`src/rtl/fano_pkg.sv`:
```
// Shared constants and types for the convolutional encoder and the Fano decoder path.
package fano_pkg;

    localparam int unsigned K_DEF  = 7;
    localparam logic [6:0]  G0_DEF = 7'o171;
    localparam logic [6:0]  G1_DEF = 7'o133;

    // Puncture masks, two bits per symbol, symbol 0 in the low bits
    localparam logic [1:0] PUNCT_R12 = 2'b11;
    localparam logic [3:0] PUNCT_R23 = 4'b0111;

    typedef enum logic {
        S_DATA = 1'b0,
        S_TAIL = 1'b1
    } enc_state_e;

    typedef struct packed {
        logic       last;
        logic [1:0] mask;
        logic [1:0] sym;
    } sym_beat_t;

endpackage

```
`src/rtl/conv_branch_gen.sv`:
```
// Combinational branch generator: K-bit encoder window to raw 2-bit symbol.
module conv_branch_gen
    import fano_pkg::*;
#(
    parameter int unsigned    K  = K_DEF,
    parameter logic [K-1:0]   G0 = K'(G0_DEF),
    parameter logic [K-1:0]   G1 = K'(G1_DEF)
) (
    input  logic [K-1:0] window,
    output logic [1:0]   raw_c
);

    always_comb begin
        raw_c[0] = ^(window & G0);
        raw_c[1] = ^(window & G1);
    end

endmodule

```
`src/rtl/conv_encoder_punct.sv`:
```
// Rate-1/2 convolutional encoder with puncturing and zero-tail frame termination.
module conv_encoder_punct
    import fano_pkg::*;
#(
    parameter int unsigned                  K            = K_DEF,
    parameter logic [K-1:0]                 G0           = K'(G0_DEF),
    parameter logic [K-1:0]                 G1           = K'(G1_DEF),
    parameter int unsigned                  PUNCT_PERIOD = 1,
    parameter logic [2*PUNCT_PERIOD-1:0]    PUNCT_MASK   = (2*PUNCT_PERIOD)'(PUNCT_R12),
    parameter bit                           DEBUG        = 1'b0
) (
    input  logic       clk,
    input  logic       reset_n,
    input  logic       i_vld,
    input  logic       i_bit,
    input  logic       i_last,
    output logic       o_in_rdy,
    output logic       o_vld,
    input  logic       i_out_rdy,
    output logic [1:0] o_sym,
    output logic [1:0] o_mask,
    output logic       o_last
);

    localparam int unsigned SW = K - 1;
    localparam int unsigned TW = $clog2(K - 1);
    localparam int unsigned PW = (PUNCT_PERIOD > 1) ? $clog2(PUNCT_PERIOD) : 1;
    localparam logic [TW-1:0] TAIL_LAST = TW'(K - 2);
    localparam logic [PW-1:0] P_LAST    = PW'(PUNCT_PERIOD - 1);

    enc_state_e    state;
    logic [SW-1:0] s;
    logic [PW-1:0] p;
    logic [TW-1:0] tail_cnt;
    sym_beat_t     out_q;

    logic          slot_free_c;
    logic          accept_c;
    logic          gen_c;
    logic          bit_c;
    logic [K-1:0]  window_c;
    logic [1:0]    raw_c;
    logic [1:0]    m_c;
    logic [PW-1:0] p_inc_c;

    // Handshake, window assembly and puncture mask lookup
    always_comb begin
        slot_free_c = !o_vld || i_out_rdy;
        o_in_rdy    = (state == S_DATA) && slot_free_c;
        accept_c    = i_vld && o_in_rdy;
        gen_c       = accept_c || ((state == S_TAIL) && slot_free_c);
        bit_c       = (state == S_DATA) && i_bit;
        window_c    = {bit_c, s};
        m_c         = PUNCT_MASK[2*p +: 2];
        p_inc_c     = (p == P_LAST) ? '0 : p + 1'b1;
    end

    conv_branch_gen #(
        .K  (K),
        .G0 (G0),
        .G1 (G1)
    ) u_branch (
        .window (window_c),
        .raw_c  (raw_c)
    );

    // Tail symbols shift zeros in; the final one clears p so each frame starts at index 0
    always_ff @(posedge clk or negedge reset_n) begin
        if (!reset_n) begin
            state    <= S_DATA;
            s        <= '0;
            p        <= '0;
            tail_cnt <= '0;
            o_vld    <= 1'b0;
            out_q    <= '0;
        end else if (gen_c) begin
            o_vld      <= 1'b1;
            out_q.sym  <= raw_c & m_c;
            out_q.mask <= m_c;
            s          <= window_c[K-1:1];
            if ((state == S_TAIL) && (tail_cnt == TAIL_LAST)) begin
                out_q.last <= 1'b1;
                state      <= S_DATA;
                p          <= '0;
                tail_cnt   <= '0;
            end else begin
                out_q.last <= 1'b0;
                p          <= p_inc_c;
                if (state == S_TAIL) begin
                    tail_cnt <= tail_cnt + 1'b1;
                end else if (i_last) begin
                    state    <= S_TAIL;
                    tail_cnt <= '0;
                end
            end
        end else if (i_out_rdy) begin
            o_vld      <= 1'b0;
            out_q.last <= 1'b0;
        end
    end

    assign o_sym  = out_q.sym;
    assign o_mask = out_q.mask;
    assign o_last = out_q.last;

    if (DEBUG) begin : g_dbg
        (* mark_debug = "true" *) logic [5:0] dbg_probe;
        always_ff @(posedge clk or negedge reset_n) begin
            if (!reset_n) begin
                dbg_probe <= '0;
            end else begin
                dbg_probe <= {state == S_TAIL, i_vld, o_in_rdy, o_vld, i_out_rdy, out_q.last};
            end
        end
    end

endmodule

```
`config.mk`:
```
export PLATFORM = sky130hd
export DESIGN_NAME = conv_encoder_punct
export DESIGN_NICKNAME = d
export VERILOG_FILES = /design/src/rtl/fano_pkg.sv /design/src/rtl/conv_branch_gen.sv /design/src/rtl/conv_encoder_punct.sv
export SDC_FILE = /design/constraint.sdc
export NUM_CORES = 1
export LEC_CHECK = 0
export ABC_AREA = 1
export CORE_MARGIN = 1
export CORE_UTILIZATION = 50
export CTS_CLUSTER_SIZE = 8
export DETAILED_ROUTE_END_ITERATION = 10
export GPL_TIMING_DRIVEN = 0
export PLACE_DENSITY = 0.88
export SKIP_LAST_GASP = 1
export SYNTH_ARGS = -nofsm -noshare
export SYNTH_HDL_FRONTEND = slang
export SYNTH_SLANG_ARGS = --single-unit
```
`constraint.sdc`:
```
create_clock -name clk -period 1.5 [get_ports clk]
set_input_delay 0.225 -clock clk [delete_from_list [all_inputs] [get_ports clk]]
set_output_delay 0.225 -clock clk [all_outputs]
set_load 0.03 [all_outputs]
```
# After elaboration in Yosys (flattened, before gate mapping)
# Index checks and enable logic that the tools add are counted.
[word_totals] register_bits=17 inputBits=6 output_inout_bits=7 word_cells=39
[classes] n_addsub=2 n_eq_ne=1 n_shift=1 n_mux=12 bitwise_logic=2 n_reduce_logical=13
[op_table] operator="parity 7 bit" count=2
[op_table] operator="two-way mux 1 bit" count=9
[op_table] operator="two-way mux 3 bit" count=3
[op_table] operator="logical AND 1 bit" count=5
[op_table] operator="adder 3 x 1 -> 3 bit (second input constant)" count=1
[op_table] operator="== test 3 bit (second input constant)" count=1
[op_table] operator="nonzero test 3 bit" count=1
[op_table] operator="variable part select 2 x 3 -> 2 bit (first input constant)" count=1
[op_table] operator="bitwise AND 2 bit" count=1
[op_table] operator="logical OR 1 bit" count=2
[op_table] operator="AND reduction 2 bit" count=1
[op_table] operator="nonzero test 2 bit" count=1
[op_table] operator="adder 1 bit (second input constant)" count=1
[op_table] operator="logical NOT 1 bit" count=1
[op_table] operator="NOT 1 bit" count=1

# Longest topological paths before layout
[logic_depth] ltp_word=6 depth_mapped=7 ltp_nobuf=7

# Modules after synthesis
# From an unflattened synthesis, not the netlist that was laid out.
[unflattened] cells_unflattened=111 hier_area_um2=837.1
[by_module_without_submodules] mod="conv_encoder_punct" instances=1 cells_per_inst=82 area_each_um2=704.4 seq_area_each_um2=375.4
[by_module_without_submodules] mod="conv_branch_gen" instances=1 cells_per_inst=29 area_each_um2=132.6 seq_area_each_um2=0.0

# Worst setup path after synthesis
# Ideal clock, no wire load.
[synth_timing] path_kind="reg2out" from="register o_vld" to="output o_in_rdy" t_arrival_ps=1108 required_time_ps=1275 path_slack_ps=167 stages_incl_launch_ff=4 path_buffers=0 cell_sequence="dfrtp_1 -> nand2_1 -> inv_1 -> nor2_1"
[synth_via] elab_chain_len=3
[synth_rtl] element="from (decl)" line="conv_encoder_punct.sv:18" rtl="output logic o_vld,"
[synth_rtl] element="from (signal assigned)" line="conv_encoder_punct.sv:74" rtl="o_vld <= 1'b0;"
[synth_rtl] element="from (signal assigned)" line="conv_encoder_punct.sv:77" rtl="o_vld <= 1'b1;"
[synth_rtl] element="from (signal assigned)" line="conv_encoder_punct.sv:97" rtl="o_vld <= 1'b0;"
[synth_rtl] element="logical NOT 1 bit" line="conv_encoder_punct.sv:48" rtl="slot_free_c = !o_vld || i_out_rdy;"
[synth_rtl] element="logical OR 1 bit" line="conv_encoder_punct.sv:48"
[synth_rtl] element="logical AND 1 bit" line="conv_encoder_punct.sv:49" rtl="o_in_rdy = (state == S_DATA) && slot_free_c;"
[synth_rtl] element="to (decl)" line="conv_encoder_punct.sv:17" rtl="output logic o_in_rdy,"
# Every way passes these cells.

# Final worst setup path
[layout_timing] from="input i_out_rdy" to="output o_in_rdy"
[layout_via] elab_chain_len=2
[layout_rtl] element="from (decl)" line="conv_encoder_punct.sv:19" rtl="input logic i_out_rdy,"
[layout_rtl] element="logical OR 1 bit" line="conv_encoder_punct.sv:48"
[layout_rtl] element="logical AND 1 bit" line="conv_encoder_punct.sv:49"
# Every way passes these cells.

==> impl_metrics.json <==
{
  "die_area_um2": 1692,
  "rsz0062_at_grt": "false",
  "htreeDepth": 1,
  "setup_viol": 0,
  "drive_above_1_share_pct": 18.27,
  "remaining_drc_errors": 0,
  "clkSinkCount": 15,
  "fin_cells": 119,
  "synth_area_leaders": "dfrtp_1 (49%), nand2_1 (13%), nand3_1 (4.6%)",
  "rr_endpoint": "tail_cnt[1]",
  "clk_path_buf_depth": 2,
  "worst_pin_slew_ps": 660.6,
  "startpoint": "i_out_rdy",
  "antenna_found_initial": 0,
  "area_growth_pct": 20.10,
  "p_seq_share_pct": 39.4,
  "synth.cell_area_um2": 765.7,
  "grtUsageTotal_pct": 23.07,
  "viasPerCell": 5.395,
  "cts_buffers": 3,
  "swShare_pct": 45.15,
  "postCtsSetupRepairBufs": 0,
  "finalHoldViolations": 0,
  "seqCellArea_um2": 375.4,
  "yosysTopAreaCell": "dfrtp_1",
  "p_comb_share_pct": 47.2,
  "multi_input_area_um2": 322.8,
  "leakage_uw": 0.0004604,
  "path_clk_slew_ps": 90,
  "crit_slowest_cell": "clkdlybuf4s50_1",
  "seq_area_frac_synth_pct": 49.02,
  "endpoint": "o_in_rdy",
  "gp_congestion": 0.7646,
  "setup.worst_path.end_class": "output port",
  "worstSkewPairLatency_ps": 290,
  "root_buffer": "clkbuf_4",
  "cts_tree": "done",
  "hpwlAfterDp_mm": 1.167,
  "yosys_warnings": 0,
  "ant_nets": 0,
  "finClkSkew_ps": 0.6306,
  "timing.rr.start": "tail_cnt[0]",
  "fmax_mhz": 708.2,
  "path_max_fanout": 3,
  "core_area_um2": 1366,
  "path_cells": "clkdlybuf4s50_1 > inv_1 > nand2_1 > inv_1 > nor2_1 > clkbuf_2",
  "drt_iter0_drc": 21,
  "grt_overflow_total": 0,
  "place_ws_ps": -375.7,
  "avgSynthCellArea_um2": 8.702,
  "power_switching_uw": 800.0,
  "fillers": 106,
  "port_buffers": 12,
  "fp-row-count": 13,
  "crit_required_ps": 1270,
  "vias": 642,
  "routed_wl_mm": 1.568,
  "path_class": "in -> out",
  "finalCritPeriodShare_pct": 94.13,
  "peakVddDrop_mv": 0.9558,
  "grt_max_degree": 16,
  "chipWidth_um": 41.14,
  "status": "finished clean",
  "synth_fp_nets": 96,
  "ios": 13,
  "diodes": 0,
  "p_clk_share_pct": 13.5,
  "ys_types": 22,
  "placed_cells": 115,
  "p_int_uw": 971.8,
  "relSlewSlack_pct": 55.82,
  "min_path_type": "in -> async",
  "worst_setup_path_start_kind": "primary input",
  "arrival_ps": 1190,
  "slew_viol_final": 0,
  "min_period_ps": 1412,
  "nNetsFinal": 113,
  "synth_seq_cells": 15,
  "cts_hold_buf": 0,
  "first_pass_iters": 4,
  "synthCells": 88,
  "p_per_area_nw_per_um2": 1927,
  "start_util_pct": 56.04,
  "setup_slack_ps": 88.04,
  "grt_pass1_wl_mm": 2.311,
  "cap_violations": 0,
  "rrSetupSlack_ps": 250,
  "die_y_um": 41.14,
  "grt_pass1_vias": 540,
  "routedWlPerCell_um": 13.18,
  "cp_common_cell": "inv_1",
  "critPathMaxStageDelay_ps": 450,
  "synth_top_area_share_pct": 49.02,
  "reg2reg_depth": 4
}
==> cells in the final DEF, fill, tap and decap left out, types with 3 or more instances in the layout <==
cell type         n
inv_1             9
o21ai_0           4
nand3_1           7
dfrtp_1          15
clkbuf_4          3
dlygate4sd2_1     6
nor2_1            3
nand2_1          26
clkdlybuf4s50_1   5
o21ai_1           3
==> critical path, delay by kind of cell <==
| kind | cells | cell delay [ps] |
|---|---|---|
| AND/OR/NAND/NOR | 2 | 210 |
| buffers and inverters | 4 | 750 |
==> kinds of logic (layout without fill, tap and decap cells) <==
kind of cell	after synthesis	in the layout	share of synthesized area (%)
AOI/OAI and AO/OA	12	12	10.78
and+or+nand+nor	43	43	25.82
buffers and inverters	14	30	8.823
DFF	15	15	49.02
adders and majority gates	2	2	3.267
xor gates and xnor gates	2	2	2.288
==> metrics by stage <==
step | cell area [um^2] | hold slack [ps] | TNS (ps) | utilization [%] | total power (uW)
after global placement | 904.6 | 447.1 | -377.0 | 66.21 | 1504
final | 919.6 | 330.5 | 0 | 67.31 | 1772
after floorplan | 765.7 | -70.59 | 0 | - | 1309
after CTS | 923.4 | 356.7 | -97.35 | 67.58 | 1777
after detailed placement | 904.6 | 462.8 | -375.7 | 66.21 | 1576
after global routing | 919.6 | 372.4 | 0 | 67.31 | 1916
==> power groups by stage <==
stage	Clock [uW]	Sequential [uW]	Combinational (uW)
4_1_cts	242	695	839
2_1_floorplan	0	752	557
6_report	239	698	835
3_5_place_dp	0	705	871
5_1_grt	269	718	929
3_3_place_gp	0	694	810
==> area by class of cell <==
type	instances	share of cell area, %
inverter	11	4.490
sequential	15	40.82
timing repair buffer	12	11.70
clock buffer	3	2.449
tap	15	2.041
clock inverter	1	0.5442
multi-input combinational	59	35.10
buffer	3	2.857
==> routing by layer <==
| metal | GRT usage (%) | vias up | wire length, um |
|---|---|---|---|
| met3 | 9.783 | 4 | 104 |
| met1 | 23.29 | 303 | 619 |
| met4 | 15.32 | 0 | 24 |
| met2 | 38.28 | 29 | 820 |
| li1 | - | 306 | - |
| met5 | 0 | - | 0 |
==> what timing repair did <==
item | CTS | global route
setup endpoints to repair | 7 | 1
gates cloned | 0 | 0
resized for setup | 7 | 2
==> Yosys cell counts <==
library cell	count
ha_1	2
inv_2	2
o21ai_2	1
nor2_4	1
nand3_2	1
nand3_1	7
o21ai_0	4
a21oi_1	1
buf_6	1
o21ai_1	3
nand4_1	1
dfrtp_1	15
nand2_2	1
buf_4	2
xnor2_1	2
nand3b_1	1
or2_2	2
a21oi_2	2
nand2_1	26
inv_1	9
nor2_1	3
o21ai_4	1
==> worst min-delay path by stage <==
| stage | startpoint | slack [ps] | cells after the start | end |
|---|---|---|---|---|
| 2_1_floorplan | reset_n | -70 | 0 | o_last |
| 4_1_cts | reset_n | 360 | 1 | o_vld |
| 5_1_grt | reset_n | 370 | 1 | s[5] |
| 3_5_place_dp | s[2] | 460 | 2 | s[1] |
| 6_report | reset_n | 330 | 1 | o_vld |
| 3_3_place_gp | s[2] | 450 | 2 | s[1] |
==> registers in the layout, indices dropped and copies added (netlist names) <==
register / flops
state: 1
s: 6
tail_cnt: 3
o_last: 1
o_sym: 2
o_vld: 1
o_mask: 1
No activity file was read; power rests on OpenSTA's default activity.
